File: src/rtl/splash_if.sv
// Splash painter bus: mode strobes and ROM data in, framebuffer write port and ROM address out.
interface splash_if;
    logic        showTitle;
    logic        drawBlack;
    logic        showGameOver;
    logic        flash;
    logic        wren;
    logic [2:0]  title_pix;
    logic [2:0]  gameover_pix;
    logic [14:0] rom_addr;
    logic [7:0]  x;
    logic [6:0]  y;
    logic [2:0]  colour;
    logic        plot;
    logic        frame_done;

    // Splash FSM and ROMs side
    modport master (
        output showTitle, drawBlack, showGameOver, flash, wren, title_pix, gameover_pix,
        input  rom_addr, x, y, colour, plot, frame_done
    );

    // Painter side
    modport slave (
        input  showTitle, drawBlack, showGameOver, flash, wren, title_pix, gameover_pix,
        output rom_addr, x, y, colour, plot, frame_done
    );
endinterface

File: src/rtl/splash_painter.sv
// Splash painter: rasters a WIDTH x HEIGHT frame and writes title, game-over,
// black or flash pixels into the framebuffer through a fixed 2-cycle pipeline.
module splash_painter #(
    parameter int unsigned WIDTH        = 160,
    parameter int unsigned HEIGHT       = 120,
    parameter logic [2:0]  FLASH_COLOUR = 3'b100
) (
    input  logic    clk,
    input  logic    rst,
    splash_if.slave bus
);
    localparam int unsigned XW = 8;
    localparam int unsigned YW = 7;
    localparam int unsigned AW = 15;
    localparam int unsigned CW = 3;

    typedef enum logic [2:0] {
        MODE_NONE     = 3'd0,
        MODE_TITLE    = 3'd1,
        MODE_GAMEOVER = 3'd2,
        MODE_FLASH    = 3'd3,
        MODE_BLACK    = 3'd4
    } mode_e;

    mode_e          mode_c;
    logic           at_row_end_c;
    logic           at_last_c;

    // Raster counters (stage 0)
    logic [XW-1:0]  x_cnt_q, x_cnt_d;
    logic [YW-1:0]  y_cnt_q, y_cnt_d;

    // Stage-1 pixel payload, aligned with the ROM read
    logic           valid1_q, valid1_d;
    mode_e          mode1_q, mode1_d;
    logic [XW-1:0]  x1_q, x1_d;
    logic [YW-1:0]  y1_q, y1_d;
    logic           last1_q, last1_d;

    // Stage-2 framebuffer write registers
    logic [XW-1:0]  x_q, x_d;
    logic [YW-1:0]  y_q, y_d;
    logic [CW-1:0]  colour_q, colour_d;
    logic           plot_q, plot_d;
    logic           frame_done_q, frame_done_d;

    // Mode priority at issue: black > flash > game-over > title > none
    always_comb begin
        mode_c = MODE_NONE;
        if (bus.drawBlack)         mode_c = MODE_BLACK;
        else if (bus.flash)        mode_c = MODE_FLASH;
        else if (bus.showGameOver) mode_c = MODE_GAMEOVER;
        else if (bus.showTitle)    mode_c = MODE_TITLE;
    end

    // Raster advance; dropping wren rewinds to (0,0) so every burst starts a fresh frame
    always_comb begin
        x_cnt_d      = x_cnt_q;
        y_cnt_d      = y_cnt_q;
        at_row_end_c = (x_cnt_q == XW'(WIDTH - 1));
        at_last_c    = at_row_end_c && (y_cnt_q == YW'(HEIGHT - 1));
        if (!bus.wren) begin
            x_cnt_d = '0;
            y_cnt_d = '0;
        end else if (at_row_end_c) begin
            x_cnt_d = '0;
            y_cnt_d = at_last_c ? '0 : y_cnt_q + YW'(1);
        end else begin
            x_cnt_d = x_cnt_q + XW'(1);
        end
    end

    // Issue: capture pixel context while the ROM registers the address
    always_comb begin
        valid1_d = bus.wren;
        mode1_d  = mode_c;
        x1_d     = x_cnt_q;
        y1_d     = y_cnt_q;
        last1_d  = at_last_c;
    end

    // Output stage: colour select and write strobes
    always_comb begin
        plot_d       = valid1_q && (mode1_q != MODE_NONE);
        frame_done_d = valid1_q && (mode1_q != MODE_NONE) && last1_q;
        x_d          = x1_q;
        y_d          = y1_q;
        case (mode1_q)
            MODE_BLACK:    colour_d = CW'(0);
            MODE_FLASH:    colour_d = FLASH_COLOUR;
            MODE_GAMEOVER: colour_d = bus.gameover_pix;
            MODE_TITLE:    colour_d = bus.title_pix;
            default:       colour_d = CW'(0);
        endcase
    end

    // State registers; reset aborts any in-flight pixels
    always_ff @(posedge clk) begin
        if (rst) begin
            x_cnt_q      <= '0;
            y_cnt_q      <= '0;
            valid1_q     <= 1'b0;
            mode1_q      <= MODE_NONE;
            x1_q         <= '0;
            y1_q         <= '0;
            last1_q      <= 1'b0;
            x_q          <= '0;
            y_q          <= '0;
            colour_q     <= '0;
            plot_q       <= 1'b0;
            frame_done_q <= 1'b0;
        end else begin
            x_cnt_q      <= x_cnt_d;
            y_cnt_q      <= y_cnt_d;
            valid1_q     <= valid1_d;
            mode1_q      <= mode1_d;
            x1_q         <= x1_d;
            y1_q         <= y1_d;
            last1_q      <= last1_d;
            x_q          <= x_d;
            y_q          <= y_d;
            colour_q     <= colour_d;
            plot_q       <= plot_d;
            frame_done_q <= frame_done_d;
        end
    end

    assign bus.rom_addr   = AW'(y_cnt_q) * AW'(WIDTH) + AW'(x_cnt_q);
    assign bus.x          = x_q;
    assign bus.y          = y_q;
    assign bus.colour     = colour_q;
    assign bus.plot       = plot_q;
    assign bus.frame_done = frame_done_q;
endmodule

File: src/flat_wrapper.sv
// flat-port wrapper written by rule: the top's interface ports become plain ports
module splash_painter_flat 
#(
    parameter int unsigned WIDTH        = 160,
    parameter int unsigned HEIGHT       = 120,
    parameter logic [2:0]  FLASH_COLOUR = 3'b100
)
  (clk, rst, bus_showTitle, bus_drawBlack, bus_showGameOver, bus_flash, bus_wren, bus_title_pix, bus_gameover_pix, bus_rom_addr, bus_x, bus_y, bus_colour, bus_plot, bus_frame_done);
  splash_if bus_i ();
  input  logic clk;
  input  logic rst;
  input wire logic [$bits(bus_i.showTitle)-1:0] bus_showTitle;
  input wire logic [$bits(bus_i.drawBlack)-1:0] bus_drawBlack;
  input wire logic [$bits(bus_i.showGameOver)-1:0] bus_showGameOver;
  input wire logic [$bits(bus_i.flash)-1:0] bus_flash;
  input wire logic [$bits(bus_i.wren)-1:0] bus_wren;
  input wire logic [$bits(bus_i.title_pix)-1:0] bus_title_pix;
  input wire logic [$bits(bus_i.gameover_pix)-1:0] bus_gameover_pix;
  output wire logic [$bits(bus_i.rom_addr)-1:0] bus_rom_addr;
  output wire logic [$bits(bus_i.x)-1:0] bus_x;
  output wire logic [$bits(bus_i.y)-1:0] bus_y;
  output wire logic [$bits(bus_i.colour)-1:0] bus_colour;
  output wire logic [$bits(bus_i.plot)-1:0] bus_plot;
  output wire logic [$bits(bus_i.frame_done)-1:0] bus_frame_done;
  assign bus_i.showTitle = bus_showTitle;
  assign bus_i.drawBlack = bus_drawBlack;
  assign bus_i.showGameOver = bus_showGameOver;
  assign bus_i.flash = bus_flash;
  assign bus_i.wren = bus_wren;
  assign bus_i.title_pix = bus_title_pix;
  assign bus_i.gameover_pix = bus_gameover_pix;
  assign bus_rom_addr = bus_i.rom_addr;
  assign bus_x = bus_i.x;
  assign bus_y = bus_i.y;
  assign bus_colour = bus_i.colour;
  assign bus_plot = bus_i.plot;
  assign bus_frame_done = bus_i.frame_done;
  splash_painter #(.WIDTH(WIDTH), .HEIGHT(HEIGHT), .FLASH_COLOUR(FLASH_COLOUR)) u_core (.clk(clk), .rst(rst), .bus(bus_i));
endmodule
File: config.mk
export PLATFORM = sky130hd
export DESIGN_NAME = splash_painter_flat
export DESIGN_NICKNAME = d
export VERILOG_FILES = /design/src/rtl/splash_if.sv /design/src/rtl/splash_painter.sv /design/src/flat_wrapper.sv
export SDC_FILE = /design/constraint.sdc
export NUM_CORES = 1
export LEC_CHECK = 0
export BUFFER_PORTS_ARGS = -buffer_cell sky130_fd_sc_hd__buf_2
export CAP_MARGIN = 20
export CORE_UTILIZATION = 47
export DETAILED_ROUTE_END_ITERATION = 6
export PLACE_DENSITY = 0.74
export SLEW_MARGIN = 20
export SYNTH_ARGS = -nofsm -noshare
export SYNTH_HDL_FRONTEND = slang
export SYNTH_SLANG_ARGS = --single-unit
export TNS_END_PERCENT = 30
File: constraint.sdc
create_clock -name clk -period 2.4 [get_ports clk]
set_input_delay 0.12 -clock clk [delete_from_list [all_inputs] [get_ports clk]]
set_output_delay 0.12 -clock clk [all_outputs]
set_load 0.005 [all_outputs]
# Word-level counts from Yosys, hierarchy flattened
# Cells that the tools add are included.
[word_totals]
in_bits = 13
regBits = 55
elab_cells = 36
[op_classes]
eq_ne = 5
n_mul = 1
bitwise_logic = 1
reduce_logical = 7
n_mux = 6
add_sub_neg = 3
[ops]
columns = ["op", "n"]
rows = [
  ["15-bit by 8-bit adder with 15-bit output", 1],
  ["7-bit by 3-bit multiplier with 10-bit output (second input constant)", 1],
  ["3-bit 2-to-1 mux", 3],
  ["3-bit one-hot mux with 3 select lines", 1],
  ["8-bit by 1-bit adder with 8-bit output (second input constant)", 1],
  ["8-bit == test (second input constant)", 1],
  ["7-bit by 1-bit adder with 7-bit output (second input constant)", 1],
  ["7-bit == test (second input constant)", 1],
  ["7-bit 2-to-1 mux", 1],
  ["3-bit by 2-bit == test with 1-bit output (second input constant)", 2],
  ["2-bit OR reduction", 2],
  ["3-bit by 1-bit == test with 1-bit output (second input constant)", 1],
  ["1-bit logical AND", 3],
  ["3-bit nonzero test", 1],
  ["3-bit OR reduction", 1],
  ["1-bit 2-to-1 mux", 1],
  ["1-bit NOT", 1],
]

# Logic depth before layout (Yosys ltp)
[logic_depth]
depth_word = 4
mapped_depth = 9
ltp_nobuf = 9

# Least setup slack after synthesis
# No wires, ideal clock.
[synth_timing]
path_kind = "flip-flop to output port"
startpoint = "register u_core.y_cnt_q[3], in the netlist u_core.y1_d[3]"
endpoint = "output bus_rom_addr[14]"
setup_slack_ns = -0.048
path_buffers = 0
stages_incl_launch_ff = 9
arrival_time_ns = 2.328
cell_sequence = "dfxtp_1 -> ha_1 -> ha_1 -> inv_1 -> fa_1 -> nand3b_1 -> nor4_1 -> nand3_1 -> nand4_1"
[synth_via]
elab_chain_len = 2
[synth_lines]
columns = ["element", "line_no", "rtl"]
rows = [
  ["from (decl)", "splash_painter.sv:31", "logic [YW-1:0] y_cnt_q, y_cnt_d;"],
  ["from (signal assigned)", "splash_painter.sv:114", "y_cnt_q <= y_cnt_d;"],
  ["7-bit by 3-bit multiplier with 10-bit output", "splash_painter.sv:128", "assign bus.rom_addr = AW'(y_cnt_q) * AW'(WIDTH) + AW'(x_cnt_q);"],
  ["15-bit by 8-bit adder with 15-bit output", "splash_painter.sv:128", ""],
  ["to (decl)", "flat_wrapper.sv:19", "output wire logic [$bits(bus_i.rom_addr)-1:0] bus_rom_addr;"],
]
# No other way between the ends.

# Worst setup path in the final report
[layout_timing]
startpoint = "register u_core.y_cnt_q[1], in the netlist u_core.y1_d[1]"
endpoint = "output bus_rom_addr[14]"
# The elaborated chain is that of the path after synthesis.

==> results.py <==
metrics = {
    "critical_path": {
        "slowest_stage": "fa_2",
        "path_depth": 10,
        "r2r_slack_ns": 0.57,
        "rr_worst_depth": 6,
        "critPathMaxStageDelay_ns": 0.45,
        "r2r_end": "u_core.y1_d[6]",
        "r2r-start": "u_core.x1_d[0]",
        "path_delay_family": "adder cells",
        "crit_end": "bus_rom_addr[14]",
        "required_ns": 2.28,
        "cp_max_fo": 4,
        "cpMostUsedCell": "ha_4",
        "arrival_ns": 2.40,
        "path_class": "reg -> out",
        "crit_start": "u_core.y1_d[1]",
        "cp-end-kind": "output pin",
        "cp-start-kind": "flip-flop",
        "crit_chain": "ha_4, ha_4, inv_2, fa_2, nand3b_1, nor4_2, buf_4, o211ai_1, nand4_1, buf_2",
        "worst-path-buf-inv": 3,
    },
    "sta": {
        "setup_ws_ns": -0.1247,
        "rsz0062_at_grt": "yes",
        "worst_slew_pin_slew_ns": 0.5883,
        "skew_ns": 0.006289,
        "drv_slew": 0,
        "setup_violations": 3,
        "fin_crit_ns": 2.525,
        "finalHoldViolCount": 0,
        "max_slew_margin": 0.6037,
        "post-route-period-util": 1.052,
        "max_freq_ghz": 0.3961,
        "tns_ns": -0.3561,
    },
    "placement": {
        "place_area_um2": 2614,
        "port_buffers": 47,
        "routabilityCongestion": 0.7857,
        "dp_hpwl_um": 2625,
        "place_ws_ns": 0.02998,
    },
    "logic_synthesis": {
        "synth_fp_nets": 256,
        "async_reset_ff_frac": 0,
        "yosysSeqAreaShare": 0.4859,
        "synth_enable_flop_cells": 0,
        "synth_top_area_share": 0.4859,
        "yosysWarnings": 0,
        "ys.flop_type": "dfxtp_1",
        "netlist_area_um2": 2266,
        "avgSynthCellArea_um2": 10.03,
        "netlist_instances": 226,
        "yosys_register_bits": 55,
        "synth.distinct_cells": 35,
        "synth.largest_area_cell": "dfxtp_1",
        "synth_area_leaders": "dfxtp_1 49%, nor2b_1 8.8%, ha_1 8.3%, xor2_1 4.3%, nor2_1 3.5%",
    },
    "floorplanning": {
        "die_y_um": 71.44,
        "std_cell_rows": 24,
        "die_w_um": 71.44,
        "dieArea_um2": 5103,
        "coreArea_um2": 4504,
        "start_util": 0.5031,
        "io-pin-count": 48,
    },
    "layout": {
        "layout_commonest_cell": "dfxtp_1",
        "antennaDiodeCount": 0,
        "syn_to_final_growth_pct": 25.84,
        "drive_gt1_frac": 0.3310,
        "final_cell_mix": "51 x dfxtp_1, 47 x buf_2, 32 x nor2b_1",
        "fillers": 375,
        "post-route-util": 0.6331,
        "nets": 316,
        "fin_area_um2": 2851,
    },
    "global_route": {
        "grt_pass1_vias": 1438,
        "grt_overflow": 0,
        "antenna_found_initial": 0,
        "gr-usage-all-layers": 0.1592,
        "grt_max_degree": 39,
        "grt_pass1_wl_um": 6279,
    },
    "clock_tree": {
        "cts_tree": "built",
        "cts_buffer_depth": 2,
        "clk_latency_ns": 0.30,
        "cts_inserted_buffers": 5,
        "cts.sink_count": 55,
        "path_clk_slew_ns": 0.09,
        "cts_root_buffer": "clkbuf_8",
        "cts.htree.levels": 2,
    },
    "power_and_ir_drop": {
        "p_per_area_nw_per_um2": 527.9,
        "p_leak_uw": 0.001273,
        "vdd.ir_drop.worst_uv": 260.1,
    },
    "hold_path": {
        "min_path_type": "in -> reg",
        "hp-start": "bus_title_pix[2]",
    },
    "run": {
        "maxCapViolCount": 0,
    },
    "status": {
        "outcome": "complete, but fails checks",
        "violations": "negative setup slack",
    },
    "route": {
        "remaining_drc_errors": 0,
        "wirelength_um": 3833,
        "vias": 1609,
        "via_per_inst": 4.746,
        "drtIter0Drc": 74,
        "routedWlPerCell_um": 11.31,
        "antenna_left": 0,
        "firstDrtPassIters": 4,
    },
}
==> what timing repair did <==
item | in CTS | in global routing
endpoints found under the hold margin | 2 | 0
pin swaps | 9 | 2
endpoints found under the setup margin | 5 | 5
buffers inserted | 2 | 0
hold buffers | 1 | 0
gates resized for setup | 17 | 4
==> sequential cells by signal (all words and copies together) (netlist names) <==
name	count
u_core.bus.colour	3
u_core.bus.frame_done	1
u_core.bus.plot	1
u_core.bus.x	8
u_core.bus.y	7
u_core.last1_q	1
u_core.mode1_q	3
u_core.valid1_q	1
u_core.x1_d	8
u_core.x1_q	8
u_core.y1_d	7
u_core.y1_q	7
==> worst min path at each step <==
stage                            to  slack, ns  depth (start not counted)
5_1_grt           u_core.mode1_q[1]        0.1                          3
4_1_cts        u_core.bus.colour[2]       0.07                          3
6_report       u_core.bus.colour[2]       0.08                          3
3_3_place_gp      u_core.mode1_q[0]       0.31                          2
3_5_place_dp      u_core.mode1_q[1]       0.31                          2
2_1_floorplan     u_core.mode1_q[0]       0.20                          1
==> cells in the mapped netlist (all sizes together) (6+ instances only) <==
library cell / instances
nand2: 7
nor2: 22
nand3: 7
inv: 10
nor2b: 32
ha: 15
xor2: 11
dfxtp: 55
a21oi: 6
o21ai: 7
nor3: 7
xnor2: 9
==> layout make-up <==
| cell class | count | area [um2] | share of cell area |
|---|---|---|---|
| Sequential cell | 55 | 1106 | 0.3879 |
| Clock inverter | 1 | 7.507 | 0.002633 |
| Timing Repair Buffer | 63 | 357.8 | 0.1255 |
| Inverter | 10 | 37.54 | 0.01316 |
| Multi-Input combinational cell | 151 | 1181 | 0.4142 |
| Clock buffer | 7 | 96.34 | 0.03379 |
| Tap cell | 52 | 65.06 | 0.02282 |
==> metal layers <==
metal | part of all wire | GRT usage | vias up
met2 | 0.45 | 0.2582 | 41
met4 | 0.010 | 0.07111 | 0
li1 | - | - | 856
met3 | 0.041 | 0.04079 | 4
met5 | 0 | 0 | -
met1 | 0.50 | 0.2004 | 708
==> tightest hold or removal path, cell delays in order <==
cell      delay, ns
buf_2          0.10
nand2_1        0.05
a211oi_1       0.06
==> where the power goes <==
group / internal, uW / switching (uW)
logic: 20.0 / 25.1
clock network: 262 / 272
registers: 921 / 4.84
==> kinds of logic after synthesis <==
| kind of cell | share of synthesized area |
|---|---|
| and+or+nand+nor | 0.2391 |
| adders and majority gates | 0.1005 |
| AOI/OAI and AO/OA | 0.05577 |
| DFF | 0.4859 |
| buffers and inverters | 0.04142 |
| xor gates and xnor gates | 0.07731 |
==> stage by stage <==
stage               std cells  total power, uW  hold WS, ns
floorplan                 226            972.5       0.1968
global placement          328            990.4       0.3140
detailed placement        328            991.1       0.3134
CTS                       339             1515      0.06998
global route              339             1560      0.09609
finish                    339             1505      0.07511
No activity file was read; power rests on OpenSTA's default activity.
